### src/rtl/seg_hex_scanner.sv
// seg_hex_scanner: shows a 32-bit shadow word as eight hex digits on a
// multiplexed 7-segment display. There is optional leading-zero blanking.
// Every output comes from a flop.
//
// Ports:
//   clk     system clock, rising edge
//   reset   synchronous, active-high; takes priority over load and enable
//   data    word to display; nibble k drives digit k (digit 0 is rightmost)
//   load    captures data into the shadow register on a rising edge
//   enable  0 turns the display dark and holds the scan at digit 0
//   an      one-hot digit select, active-high (bit k lights digit k)
//   seg     segment drive, active-high, ordered {dp,g,f,e,d,c,b,a}; dp is 0
//
// Parameters:
//   SCAN_DIV  number of clk cycles each digit stays lit (2..2^20)
//   BLANK_LZ  1 blanks leading zero digits; digit 0 is never blanked

module seg_hex_scanner #(
    parameter int unsigned SCAN_DIV = 100000,
    parameter bit          BLANK_LZ = 1'b1
) (
    input  logic        clk,
    input  logic        reset,
    input  logic [31:0] data,
    input  logic        load,
    input  logic        enable,
    output logic [7:0]  an,
    output logic [7:0]  seg
);

    localparam int unsigned CNT_W    = $clog2(SCAN_DIV);
    localparam int unsigned DIGITS   = 8;
    localparam int unsigned IDX_W    = 3;
    localparam int unsigned SEG_W    = 8;
    localparam logic [CNT_W-1:0] CNT_LAST = CNT_W'(SCAN_DIV - 1);

    // Stop elaboration when the divider is outside its legal range.
    if (SCAN_DIV < 2 || SCAN_DIV > (1 << 20)) begin : g_bad_div
        $error("seg_hex_scanner: SCAN_DIV out of range 2..2^20");
    end

    // hex nibble to {dp,g,f,e,d,c,b,a}
    function automatic logic [SEG_W-1:0] hex7(input logic [3:0] nib);
        logic [SEG_W-1:0] s;
        case (nib)
            4'h0:    s = 8'h3F;
            4'h1:    s = 8'h06;
            4'h2:    s = 8'h5B;
            4'h3:    s = 8'h4F;
            4'h4:    s = 8'h66;
            4'h5:    s = 8'h6D;
            4'h6:    s = 8'h7D;
            4'h7:    s = 8'h07;
            4'h8:    s = 8'h7F;
            4'h9:    s = 8'h6F;
            4'hA:    s = 8'h77;
            4'hB:    s = 8'h7C;
            4'hC:    s = 8'h39;
            4'hD:    s = 8'h5E;
            4'hE:    s = 8'h79;
            default: s = 8'h71;
        endcase
        return s;
    endfunction

    logic [31:0]       shadow;
    logic [CNT_W-1:0]  cnt;
    logic [IDX_W-1:0]  idx;

    logic              tick;
    logic [4:0]        nib_lsb;
    logic [3:0]        cur_nib;
    logic              blank;
    logic [SEG_W-1:0]  seg_next;
    logic [DIGITS-1:0] an_next;

    // Decode the current digit from the registered shadow word.
    always_comb begin
        tick     = (cnt == CNT_LAST);
        nib_lsb  = {idx, 2'b00};
        cur_nib  = shadow[nib_lsb +: 4];
        // A digit is blank when it and every digit to its left are zero.
        blank    = BLANK_LZ && (idx != '0) && ((shadow >> nib_lsb) == 32'h0);
        seg_next = blank ? '0 : hex7(cur_nib);
        an_next  = DIGITS'(1) << idx;
    end

    // Shadow register. Load does not depend on enable.
    always_ff @(posedge clk) begin
        if (reset) begin
            shadow <= '0;
        end else if (load) begin
            shadow <= data;
        end
    end

    // Prescaler and digit index. Both are held at zero while disabled, so
    // re-enabling starts a full-length slot for digit 0.
    always_ff @(posedge clk) begin
        if (reset || !enable) begin
            cnt <= '0;
            idx <= '0;
        end else if (tick) begin
            cnt <= '0;
            idx <= idx + IDX_W'(1);
        end else begin
            cnt <= cnt + CNT_W'(1);
        end
    end

    // Output register. It samples the pre-edge idx and shadow. A load
    // therefore shows on the next edge, and an stays one-hot or zero.
    always_ff @(posedge clk) begin
        if (reset || !enable) begin
            an  <= '0;
            seg <= '0;
        end else begin
            an  <= an_next;
            seg <= seg_next;
        end
    end

endmodule

### config.mk
export PLATFORM = sky130hd
export DESIGN_NAME = seg_hex_scanner
export DESIGN_NICKNAME = d
export VERILOG_FILES = /design/src/rtl/seg_hex_scanner.sv
export SDC_FILE = /design/constraint.sdc
export NUM_CORES = 1
export LEC_CHECK = 0
export CORE_MARGIN = 8
export CORE_UTILIZATION = 43
export CTS_CLUSTER_DIAMETER = 120
export CTS_CLUSTER_SIZE = 30
export DETAILED_ROUTE_END_ITERATION = 7
export PLACE_DENSITY_LB_ADDON = 0.3
export SYNTH_ARGS = -nofsm -noshare
export SYNTH_HDL_FRONTEND = slang
export SYNTH_SLANG_ARGS = --single-unit
export TNS_END_PERCENT = 20
### constraint.sdc
create_clock -name clk -period 5 [get_ports clk]
set_input_delay 1 -clock clk [delete_from_list [all_inputs] [get_ports clk]]
set_output_delay 1 -clock clk [all_outputs]
set_load 0.02 [all_outputs]
==> impl_results.md <==
* Sequential area share after synthesis at 42.0%
* Initial Utilization at 44.3%
* CP startpoint: idx[0]
* Clock-pin transition on the worst setup and hold timing paths at 0.08 ns
* Critical-path top delay cell: dfxtp_1
* Worst Path Arrival at 3.18 ns
* Fin crit period at 2.97 ns
* Met3 Use GR at 4.70%
* Comb pwr share at 11.6%
* Max_cap viols at 0
* Routed wire length at 6840 um
* Psw at 299 uW
* Initial antenna violation count at 0
* Final setup vio count at 0
* Drt pass-1 iters at 4
* Last element of the critical path: seg[2]
* Synth async-reset ratio at 0%
* Cts hold-fix bufs at 0
* CTS Buf Count at 9
* Maximum fanout along the worst path at 21
* Tcrit/Tclk final at 59.4%
* Post-synth EDFFs at 0
* Remaining Overflow, GRT at 0
* Worst slew margin at 37.5%
* GRT Total Usage at 14.2%
* Reg-to-reg slack, setup at 2.03 ns
* Largest net degree at the start of global routing at 35
* Crit end category: flip-flop
* Fraction of layout cells with a size suffix above 1 at 7.86%
* Fmax at 0.337 GHz
* Row count at 31
* Pleak at 1.55 nW
* NumNets Final at 412
* Commonest non-fill, non-tap cells in the layout: dfxtp_1 (67), nor2_1 (57), clkdlybuf4s50_1 (49)
* VDD IR-drop max at 0.138 mV
* Least-Margin Pin Slew at 0.938 ns
* Post-route ant nets at 0
* GPL Wtd Cong at 0.883
* Chip width at 102 um
* Startpoint Class: flip-flop
* Global-route wire length before repair at 11400 um
* Synth-to-Final Area Change at 23.1%
* Syn_area_per_cell at 9.98 um2
* Met2 usage at 21.5%
* Via/cell ratio at 5.14
* R2R Path Start: idx[0]
* Setup bufs post-CTS at 0
* Routed vias at 2407
* PD cells at 294 nW/um2
* Switching part of the total at 25.8%
* HP Start: cnt[0]
* Vias in the first global route at 2356
* Setup_tns at 0 ns
* Die area at 10400 um2
* Seq cells post-synth at 67
* Sequential power share at 49.3%
* Met1 Track Usage GR at 17.1%
* Antenna cell count at 0
* R2r endpoint: seg[2]
* Initial DRC count at 125
* Gr busiest metal: met2
* Die Y at 102 um
* Hold Fails Final Rpt at 0
* Status: complete, no violations
* Port bufs at 50
* Critical path class: reg2reg
* Synthesized area at 3190 um2
* Number of H-tree branching levels at 3
* Number of remaining DRC errors at 0
* Clock Path Buffers at 2
* DP HPWL at 5000 um
* Clk Latency, worst-skew pair at 0.35 ns
* Post-Synthesis Cells at 320
* Ys flop type: dfxtp_1
* Post-Route Utilization at 54.5%
* Max-slew violation count at 0
* Per-cell routed wire length at 14.6 um
* Ys Warns at 0
* IO Count at 52
* Critical Path, Cell by Cell: mux4_1 > mux2_2 > inv_1 > ha_1 > nand3_4 > a211oi_4 > nor4_1
* Int Pwr at 858 uW
* Critical Path RT at 5.21 ns
* TritonCTS clock tree: yes
* Reg2reg path depth at 7
* Netlist cell types at 38
* RSZ-0062 raised after global routing: no
* Worst hold path type: reg2reg
* Post-cts resize count at 0
* Core Region at 7210 um2
* Clock Power Share at 39.1%
* Post-Syn Nets at 368
* CTS sink count at 67
* Most common cell after layout, fill and taps aside: dfxtp_1
* Crit-path max cell delay at 0.89 ns
* Skew final at 0.00985 ns
* Clk root buf: clkbuf_8
## stage by stage
| stage | instance area [um2] | hold slack, ns | instances | setup slack, ns | power (mW) |
|---|---|---|---|---|---|
| finish | 3930 | 0.487 | 468 | 2.03 | 1.16 |
| CTS | 3930 | 0.486 | 468 | 2.07 | 1.17 |
| floorplan | 3190 | 0.441 | 320 | 2.55 | 0.661 |
| global route | 3930 | 0.509 | 468 | 1.85 | 1.21 |
| detailed placement | 3730 | 0.466 | 452 | 2.09 | 0.717 |
| global placement | 3730 | 0.456 | 452 | 2.17 | 0.714 |
## kinds of logic (layout without fill, tap and decap cells)
logic type / count (synthesis) / after routing / synth area share [%]
simple gates: 129 / 129 / 19.8
flops: 67 / 67 / 42.0
mux: 58 / 58 / 22.3
buf+inv: 23 / 72 / 3.49
xor+xnor: 17 / 17 / 4.66
compound gates: 13 / 13 / 2.98
fa+ha+maj: 12 / 12 / 4.70
other cells: 1 / 1 / 0.117
## cell usage after synthesis, types with 3 or more instances
cell / number / share of area, %
and4_1: 3 / 0.82
mux4_2: 4 / 2.8
o21ai_0: 4 / 0.63
xnor2_1: 5 / 1.4
ha_1: 12 / 4.7
mux2i_1: 46 / 14
dfxtp_1: 67 / 42
and3_1: 7 / 1.4
xor2_1: 12 / 3.3
o22ai_1: 4 / 0.78
nor3b_1: 7 / 1.6
nor2_1: 57 / 6.7
nor3_1: 9 / 1.4
clkbuf_1: 8 / 0.94
mux2_2: 3 / 1.1
buf_4: 4 / 0.94
nand2_1: 18 / 2.1
buf_1: 3 / 0.35
nor4_1: 9 / 1.8
nand3_1: 10 / 1.6
mux4_1: 4 / 3.3
inv_1: 5 / 0.59
## registers in the layout, indices dropped and copies added, names as in the netlist
signal	flops
seg	7
cnt	17
idx	3
shadow	32
an	8
## power groups by stage
stage	clock [mW]	combinational [mW]	sequential, mW
6_report	0.452	0.134	0.571
5_1_grt	0.491	0.148	0.573
4_1_cts	0.469	0.134	0.571
3_5_place_dp	0	0.134	0.583
3_3_place_gp	0	0.131	0.583
2_1_floorplan	0	0.0795	0.582
## worst max-delay path: cells and delay by family, from the launching register on
kind / cells / cell delay, ns
DFF: 1 / 0.89
buffers and inverters: 1 / 0.15
AOI/OAI and AO/OA: 1 / 0.39
adders and majority gates: 1 / 0.23
muxes: 2 / 0.98
and+or+nand+nor: 2 / 0.19
## how the worst min path moves through the flow
stage / endpoint / slack, ns / depth (start not counted)
final: cnt[0] / 0.49 / 1
after global routing: cnt[0] / 0.51 / 1
after CTS: cnt[0] / 0.49 / 1
after detailed placement: cnt[0] / 0.47 / 1
after global placement: cnt[0] / 0.46 / 1
after floorplan: cnt[0] / 0.44 / 1
## cell type report
cell class	instances	area, um2
sequential	67	1340
clock buffer	9	124
clock inverter	7	78.8
multi-input combinational	230	1740
timing repair buffer	51	503
fill	670	3280
inverter	5	18.8
tap	99	124
## layer usage
layer | vias up | wire [um]
li1 | 1212 | -
met1 | 1102 | 3030
met2 | 80 | 3150
met3 | 13 | 500
met4 | 0 | 167
met5 | - | 0
No activity file was read; power rests on OpenSTA's default activity.
